===== src/rtl/regfile_pkg.sv =====
// regfile_pkg: shared types and helpers for the multi-read-port register file.
//   regfile_state_t : controller state (ST_IDLE, ST_CLEAR)
//   DEFAULT_DATA_W / DEFAULT_ADDR_W : default geometry
//   slice_lo()      : low bit index of lane k in a packed bus of w-bit lanes
package regfile_pkg;

  typedef enum logic {
    ST_IDLE  = 1'b0,
    ST_CLEAR = 1'b1
  } regfile_state_t;

  localparam int DEFAULT_DATA_W = 32;
  localparam int DEFAULT_ADDR_W = 5;

  function automatic int slice_lo(input int k, input int w);
    return k * w;
  endfunction

endpackage


===== src/rtl/regfile_rd_port.sv =====
// regfile_rd_port: one registered read port of regfile_mp.
// Optional feature macro: REGFILE_BYPASS_EN (same-edge write-to-read forwarding).
//   clk, rst  : clock, asynchronous active-low reset
//   fire      : capture strobe (read enabled and array idle)
//   addr      : read address for this port
//   mem_data  : raw array word at addr
//   wr_fire   : a write is performed this edge (REGFILE_BYPASS_EN only)
//   wr_addr   : address of that write (REGFILE_BYPASS_EN only)
//   wr_data   : data of that write (REGFILE_BYPASS_EN only)
//   data      : registered read data, holds when fire is low
module regfile_rd_port
  import regfile_pkg::*;
#(
  parameter int DATA_W   = DEFAULT_DATA_W,
  parameter int ADDR_W   = DEFAULT_ADDR_W,
  parameter int DEPTH    = 32,
  parameter int ZERO_REG = 1
) (
  input  logic              clk,
  input  logic              rst,
  input  logic              fire,
  input  logic [ADDR_W-1:0] addr,
  input  logic [DATA_W-1:0] mem_data,
`ifdef REGFILE_BYPASS_EN
  input  logic              wr_fire,
  input  logic [ADDR_W-1:0] wr_addr,
  input  logic [DATA_W-1:0] wr_data,
`endif
  output logic [DATA_W-1:0] data
);

  logic              masked;
  logic [DATA_W-1:0] next_data;

  // NOTE: every variable assigned in always_comb gets a default first, so no path can infer a latch.
  always_comb begin
    masked    = (int'(addr) >= DEPTH) || ((ZERO_REG != 0) && (addr == '0));
    next_data = mem_data;
`ifdef REGFILE_BYPASS_EN
    // wr_fire already excludes out-of-range and zero-register writes.
    if (wr_fire && (wr_addr == addr)) next_data = wr_data;
`endif
    if (masked) next_data = '0;
  end

  // NOTE: sequential state uses non-blocking assignments so all flops update from pre-edge values.
  always_ff @(posedge clk or negedge rst) begin
    if (!rst) begin
      data <= '0;
    end else if (fire) begin
      data <= next_data;
    end
  end

endmodule


===== src/rtl/regfile_mp.sv =====
// regfile_mp: one write port, NUM_RD registered read ports, array cleared by a
// sequential sweep after reset or on clr_req.
// Optional feature macro: REGFILE_BYPASS_EN (same-edge write-to-read forwarding).
//   clk, rst : clock, asynchronous active-low reset
//   clr_req  : request a clear sweep (ignored while one is running)
//   busy     : sweep in progress
//   wr_en, wr_addr, wr_data : write port
//   wr_drop  : one-cycle pulse, a write was lost to a sweep
//   rd_en    : read strobe shared by all ports
//   rd_addr  : packed read addresses, port k at [k*ADDR_W +: ADDR_W]
//   rd_data  : packed registered read data, port k at [k*DATA_W +: DATA_W]
//   rd_valid : one-cycle pulse, rd_data updated
module regfile_mp
  import regfile_pkg::*;
#(
  parameter int DATA_W   = DEFAULT_DATA_W,
  parameter int ADDR_W   = DEFAULT_ADDR_W,
  parameter int DEPTH    = 32,
  parameter int NUM_RD   = 2,
  parameter int ZERO_REG = 1
) (
  input  logic                     clk,
  input  logic                     rst,
  input  logic                     clr_req,
  output logic                     busy,
  input  logic                     wr_en,
  input  logic [ADDR_W-1:0]        wr_addr,
  input  logic [DATA_W-1:0]        wr_data,
  output logic                     wr_drop,
  input  logic                     rd_en,
  input  logic [NUM_RD*ADDR_W-1:0] rd_addr,
  output logic [NUM_RD*DATA_W-1:0] rd_data,
  output logic                     rd_valid
);

  localparam int                IDX_W      = (DEPTH > 1) ? $clog2(DEPTH) : 1;
  localparam logic [ADDR_W-1:0] LAST_ENTRY = ADDR_W'(DEPTH - 1);

  regfile_state_t    state;
  logic [ADDR_W-1:0] clr_cnt;
  logic [DATA_W-1:0] mem [DEPTH];
  logic              idle;
  logic              wr_ok;
  logic              wr_fire;
  logic              rd_fire;

  assign idle    = (state == ST_IDLE);
  assign busy    = !idle;
  // Out-of-range and zero-register writes are dropped silently, without wr_drop.
  assign wr_ok   = (int'(wr_addr) < DEPTH) && !((ZERO_REG != 0) && (wr_addr == '0));
  // A clear request in the same cycle wins over the write.
  assign wr_fire = idle && !clr_req && wr_en && wr_ok;
  assign rd_fire = idle && rd_en;

  // NOTE: the array is deliberately not reset; the clear sweep zeroes it, and the reset branch leaves it untouched.
  always_ff @(posedge clk or negedge rst) begin
    if (!rst) begin
      state    <= ST_CLEAR;
      clr_cnt  <= '0;
      wr_drop  <= 1'b0;
      rd_valid <= 1'b0;
    end else begin
      wr_drop  <= wr_en && (!idle || clr_req);
      rd_valid <= rd_fire;
      if (idle) begin
        if (clr_req) begin
          state   <= ST_CLEAR;
          clr_cnt <= '0;
        end else if (wr_fire) begin
          mem[wr_addr[IDX_W-1:0]] <= wr_data;
        end
      end else begin
        mem[clr_cnt[IDX_W-1:0]] <= '0;
        clr_cnt <= clr_cnt + 1'b1;
        if (clr_cnt == LAST_ENTRY) state <= ST_IDLE;
      end
    end
  end

  for (genvar k = 0; k < NUM_RD; k++) begin : g_rd
    logic [ADDR_W-1:0] addr;
    logic [DATA_W-1:0] mem_data;

    assign addr     = rd_addr[slice_lo(k, ADDR_W) +: ADDR_W];
    // Low index bits only; out-of-range addresses are masked inside the port.
    assign mem_data = mem[addr[IDX_W-1:0]];

    regfile_rd_port #(
      .DATA_W   (DATA_W),
      .ADDR_W   (ADDR_W),
      .DEPTH    (DEPTH),
      .ZERO_REG (ZERO_REG)
    ) u_port (
      .clk      (clk),
      .rst      (rst),
      .fire     (rd_fire),
      .addr     (addr),
      .mem_data (mem_data),
`ifdef REGFILE_BYPASS_EN
      .wr_fire  (wr_fire),
      .wr_addr  (wr_addr),
      .wr_data  (wr_data),
`endif
      .data     (rd_data[slice_lo(k, DATA_W) +: DATA_W])
    );
  end

endmodule


===== config.mk =====
export PLATFORM = sky130hd
export DESIGN_NAME = regfile_mp
export DESIGN_NICKNAME = d
export VERILOG_FILES = /design/src/rtl/regfile_pkg.sv /design/src/rtl/regfile_rd_port.sv /design/src/rtl/regfile_mp.sv
export SDC_FILE = /design/constraint.sdc
export NUM_CORES = 1
export LEC_CHECK = 0
export CAP_MARGIN = 20
export CORE_MARGIN = 2
export CORE_UTILIZATION = 61
export DETAILED_ROUTE_END_ITERATION = 6
export PLACE_DENSITY = 0.9
export SETUP_SLACK_MARGIN = 0.15
export SYNTH_ARGS = -nofsm -noshare
export SYNTH_HDL_FRONTEND = slang
export SYNTH_SLANG_ARGS = --single-unit

===== constraint.sdc =====
create_clock -name clk -period 8.54 [get_ports clk]
set_input_delay 0.854 -clock clk [delete_from_list [all_inputs] [get_ports clk]]
set_output_delay 0.854 -clock clk [all_outputs]
set_load 0.01 [all_outputs]

==> After elaboration in Yosys (flattened, before gate mapping) <==
Memories as Yosys holds them, arrays and structs flattened.
Cells that the tools add are included.
{ "word_totals": {"word_cells": 41, "n_memories": 1, "out_inout_bits": 67, "ff_bits": 72, "ramBits": 1024} }
{ "mem_list": {"columns": ["name", "depth", "word_bits", "read_ports", "rd_ports_with_merged_regs", "wr", "line", "text"], "rows": [
  ["mem", 32, 32, 2, 0, 1, "regfile_mp.sv:41", "logic [DATA_W-1:0] mem [DEPTH];"]
]} }
{ "op_classes": {"n_eq_ne": 1, "reduce_logical": 15, "n_addsub": 1, "muxes": 16, "bitwise_logic": 1} }
{ "op_table": {"columns": ["operator", "n"], "rows": [
  ["$mux 32", 3],
  ["$reduce_or 32->1", 1],
  ["$logic_not 5->1", 3],
  ["$mux 5", 3],
  ["$mux 1", 10],
  ["$logic_and 1x1->1", 7],
  ["$add 5x1->5 const B", 1],
  ["$eq 5x5->1 const B", 1],
  ["$logic_not 1->1", 2],
  ["$reduce_bool 2->1", 1],
  ["$logic_or 1x1->1", 1],
  ["$not 1->1", 1]
]} }

==> Logic depth before layout (Yosys ltp) <==
{ "logic_depth": {"ltp_word": 10, "depth_mapped": 9, "depth_no_buf": 6} }

==> Hierarchy <==
From an unflattened synthesis, not the netlist that was laid out.
{ "unflattened": {"cells_unflattened": 3696, "area_unflattened_um2": 52215.1} }
{ "by_module_without_submodules": {"columns": ["module", "n_inst", "cells_per_inst", "area_per_inst_um2"], "rows": [
  ["regfile_mp", 1, 3480, 49447.4],
  ["regfile_rd_port", 2, 108, 1383.8]
]} }

==> Least setup slack after synthesis <==
Ideal clock, no wire load.
{ "synth_timing": {"kind": "input-to-reg", "from": "input wr_addr[0]", "to": "memory mem[10][0] in the netlist's numbering (enable)", "n_path_buf": 0, "path_stages": 4, "t_required_ns": 8.119, "t_arrival_ns": 3.286, "path_slack_ns": 4.833, "path_cell_list": "or4b_2 > o22ai_1 > nand3_1 > nor2_1"} }
{ "synth_via": {"elab_chain_len": 9} }
{ "synth_rtl": {"columns": ["item", "line", "text"], "rows": [
  ["from (decl)", "regfile_mp.sv:27", "input logic [ADDR_W-1:0] wr_addr,"],
  ["$logic_not 5->1", "regfile_mp.sv:50", "assign wr_ok = (int'(wr_addr) < DEPTH) && !((ZERO_REG != 0) && (wr_addr == '0));"],
  ["$logic_not 1->1", "regfile_mp.sv:50", null],
  ["$logic_and 1x1->1", "regfile_mp.sv:52", "assign wr_fire = idle && !clr_req && wr_en && wr_ok;"],
  ["$mux 1", "regfile_mp.sv:69", "end else if (wr_fire) begin"],
  ["$mux 1", "regfile_mp.sv:66", "if (clr_req) begin"],
  ["$mux 1", "regfile_mp.sv:65", "if (idle) begin"],
  ["$logic_and 1x1->1 (not written as such)", "regfile_mp.sv:70", "mem[wr_addr[IDX_W-1:0]] <= wr_data;"],
  ["$mux 1 (not written as such)", "regfile_mp.sv:70", null],
  ["$mux 1 (no line)", null, null],
  ["to (decl)", "regfile_mp.sv:41", null]
]} }
Several ways; a longest one is shown, not always the timed one.

==> Worst setup path in the final report <==
{ "layout_timing": {"from": "input clr_req", "to": "memory mem[26][29] in the netlist's numbering (enable)"} }
{ "layout_via": {"elab_chain_len": 10} }
{ "layout_rtl": {"columns": ["item", "line", "text"], "rows": [
  ["from (decl)", "regfile_mp.sv:24", "input logic clr_req,"],
  ["$logic_not 1->1", "regfile_mp.sv:52", null],
  ["$logic_and 1x1->1 (3 in a row)", "regfile_mp.sv:52", null],
  ["$mux 1", "regfile_mp.sv:69", null],
  ["$mux 1 *", "regfile_mp.sv:66", null],
  ["$mux 1 *", "regfile_mp.sv:65", null],
  ["$logic_and 1x1->1 (not written as such) *", "regfile_mp.sv:70", null],
  ["$mux 1 (not written as such) *", "regfile_mp.sv:70", null],
  ["$mux 1 (no line) *", null, null]
]} }
Mark *: on every way between the ends. The rest lies on a longest branch, timed or not.

==> flow_metrics.py <==
metrics = {
    "status": {
        "status": "finished, violations left",
        "violations": "DRC",
    },
    "clock_network": {
        "clk_pin_slew_ps": 70,
        "clk-insertion-delay-late_ps": 680,
        "post_cts_resized": 0,
        "cts_hold_buf": 0,
        "cts_tree": "built",
        "clockBufferDepth": 3,
        "root_buffer": "clkbuf_16",
        "cts_setup_buffers": 0,
        "clock-sinks": 1096,
        "htreeDepth": 3,
        "cts_buffers": 104,
    },
    "die": {
        "start_util_pct": 61.6,
        "num_rows": 105,
        "core_um2": 82000,
        "die_h_um": 292,
        "io_pins": 119,
        "die_area_um2": 85100,
        "fp.dieW_um": 292,
    },
    "sta": {
        "skew_ps": 15.2,
        "fin_ws_ps": 4590,
        "finalCritPeriodShare_pct": 46.2,
        "drv_slew": 0,
        "worstMarginPinSlew_ps": 1230,
        "rsz0062_at_grt": "false",
        "hold_slack_ps": 86.4,
        "tns_ps": 0,
        "max_freq_mhz": 253,
        "hold_violations": 0,
        "maxSlewHeadroom_pct": 18.0,
        "period_needed_ps": 3950,
        "setup_viol": 0,
    },
    "global_routing": {
        "gr-total-overflow": 0,
        "grt_max_degree": 111,
        "grt_pass1_wl_um": 227000,
        "groute.usage.overall_pct": 37.5,
        "antenna_found_initial": 6,
        "grt_pass1_vias": 33200,
    },
    "logic_synthesis": {
        "ys_ff_latch": 1096,
        "avgSynthCellArea_um2": 18.9,
        "ys.flop_type": "edfxtp_1",
        "synth_edf_count": 1024,
        "ys_warn_count": 0,
        "synth.distinct_cells": 45,
        "synth_nets": 2730,
        "synth.largest_area_cell": "edfxtp_1",
        "synth_cells": 2676,
        "syn-cell-area_um2": 50500,
        "synthTopCellsByCount": "1024 x edfxtp_1, 420 x mux4_2, 215 x mux2i_1, 92 x a22oi_1, 90 x clkbuf_1",
        "synth.top_cell.area_share_pct": 60.9,
        "synth.most_common_cell": "edfxtp_1",
        "async_reset_ff_share_pct": 6.57,
        "seq_area_frac_synth_pct": 64.5,
        "synth_area_leaders": "edfxtp_1 61%, mux4_2 19%, mux2i_1 4.3%",
    },
    "placed_design": {
        "post-dp-hpwl_um": 86200,
        "dp_slack_ps": 4090,
        "numPortBuffers": 118,
        "dpl-instance-area_um2": 52800,
        "globalplace.congestion": 0.904,
    },
    "drt": {
        "drc": 1,
        "drtIter0Drc": 5689,
        "vias_per_cell": 8.01,
        "drtAntennaViolNets": 0,
        "post_drt_wl_per_cell_um": 40.7,
        "wl_um": 161000,
        "drt_pass1_iterations": 7,
        "vias": 31600,
    },
    "setup_path": {
        "critPathMaxFanout": 17,
        "worstSetupEndpointType": "register",
        "cp-start-kind": "primary input",
        "crit_type": "in2reg",
        "required_ps": 8860,
        "arrival_ps": 4270,
    },
    "power": {
        "p_total_mw": 13.4,
        "ir_worst_vdd_v": 0.000278,
        "leakagePower_nw": 18.6,
        "powerDensity_nw_per_um2": 236,
    },
    "finish": {
        "syn2layout_area_growth_pct": 12.4,
        "fillers": 4682,
        "num-nets-final": 2835,
        "final_cell_area_um2": 56800,
        "drive_above_1_share_pct": 29.2,
        "seq_area_um2": 32600,
        "multi_input_area_um2": 17100,
    },
    "min_path": {
        "hp-class": "in2async",
    },
    "run": {
        "max_cap_violations": 0,
    },
}
flip-flops by register name, indices dropped and copies added, names as in the netlist:
| name | flops |
|---|---|
| wr_drop | 1 |
| rd_valid | 1 |
| mem | 1024 |
| clr_cnt | 5 |
| g_rd.u_port.data | 64 |
| busy | 1 |
cell families after synthesis:
family	Yosys count	share of synthesized area [%]
flops	1096	64.5
mux	717	24.8
buf+inv	213	2.30
fa+ha+maj	2	0.0495
simple gates	263	2.68
compound gates	385	5.69
area by class of cell:
class	instances	area share, %
diodes	4	0.0176
well taps	1070	2.36
inverters	3	0.0198
repair buffers	209	4.12
flip-flops and latches	1096	57.3
clock inverters	54	0.935
multi-input cells	1367	30.1
clock buffers	142	5.09
placed cells by master, fill, tap and decap left out, types with 3 or more instances in the layout:
cell	netlist	routed
a221o_1	18	18
edfxtp_1	1024	1024
buf_16	0	15
o41ai_2	19	17
clkbuf_1	90	27
mux2_2	82	82
and2_1	34	33
o41ai_1	16	16
mux2i_1	215	215
clkinvlp_4	0	3
buf_4	30	64
a22oi_1	92	92
or2_1	16	16
clkinv_1	0	13
diode_2	0	4
buf_12	1	5
a21oi_1	65	65
a22o_1	14	14
o22ai_1	63	63
clkbuf_16	0	110
dfrtp_1	71	71
clkinv_2	0	23
clkbuf_8	0	9
a211oi_1	51	51
inv_1	3	3
o21ai_0	10	10
mux4_2	420	420
or2_2	17	17
nor2b_1	56	52
inv_6	0	3
nand2_1	86	84
buf_8	5	8
clkdlybuf4s50_1	0	111
bufinv_16	0	10
nor2_4	0	33
o31ai_1	32	32
metal layers:
metal	global-route usage, %	part of all wire (%)	up-vias
met5	0	0.017	-
met3	12.0	16	857
met4	27.5	8.7	6
met1	45.8	29	15700
met2	56.8	46	3515
li1	-	-	11600
stage by stage:
stage	util (%)	cells
after detailed placement	64.4	3722
after global routing	69.2	3941
final	69.2	3945
after global placement	64.3	3718
after floorplan	-	2676
after CTS	68.6	3918
final timing paths:
| check | start | end | slack (ps) | cells after the start |
|---|---|---|---|---|
| max | clr_req | mem[26][29]$_DFFE_PP_ | 4590 | 6 |
| min | rst | g_rd[0].u_port.data[30]$_DFFE_PN0P_ | 90 | 1 |
| max reg2reg | busy$_DFF_PN1_ | mem[26][29]$_DFFE_PP_ | 4720 | 5 |
| min reg2reg | g_rd[0].u_port.data[15]$_DFFE_PN0P_ | g_rd[0].u_port.data[15]$_DFFE_PN0P_ | 490 | 2 |
| max in group asynchronous | rst | g_rd[0].u_port.data[21]$_DFFE_PN0P_ | 6640 | 3 |
| min in group clk | g_rd[0].u_port.data[15]$_DFFE_PN0P_ | g_rd[0].u_port.data[15]$_DFFE_PN0P_ | 490 | 2 |
report_power, final:
group	switching (mW)	total [mW]	internal, mW
logic	1.20	2.05	0.854
registers	0.354	6.65	6.30
clock network	2.03	4.70	2.67
total	3.58	13.4	9.83
critical path, stage by stage:
cell	delay [ps]
clkdlybuf4s50_1	460
or4b_2	640
o22ai_1	240
nand3_1	680
nor2_4	900
buf_4	480
(Power assumes the default switching activity.)
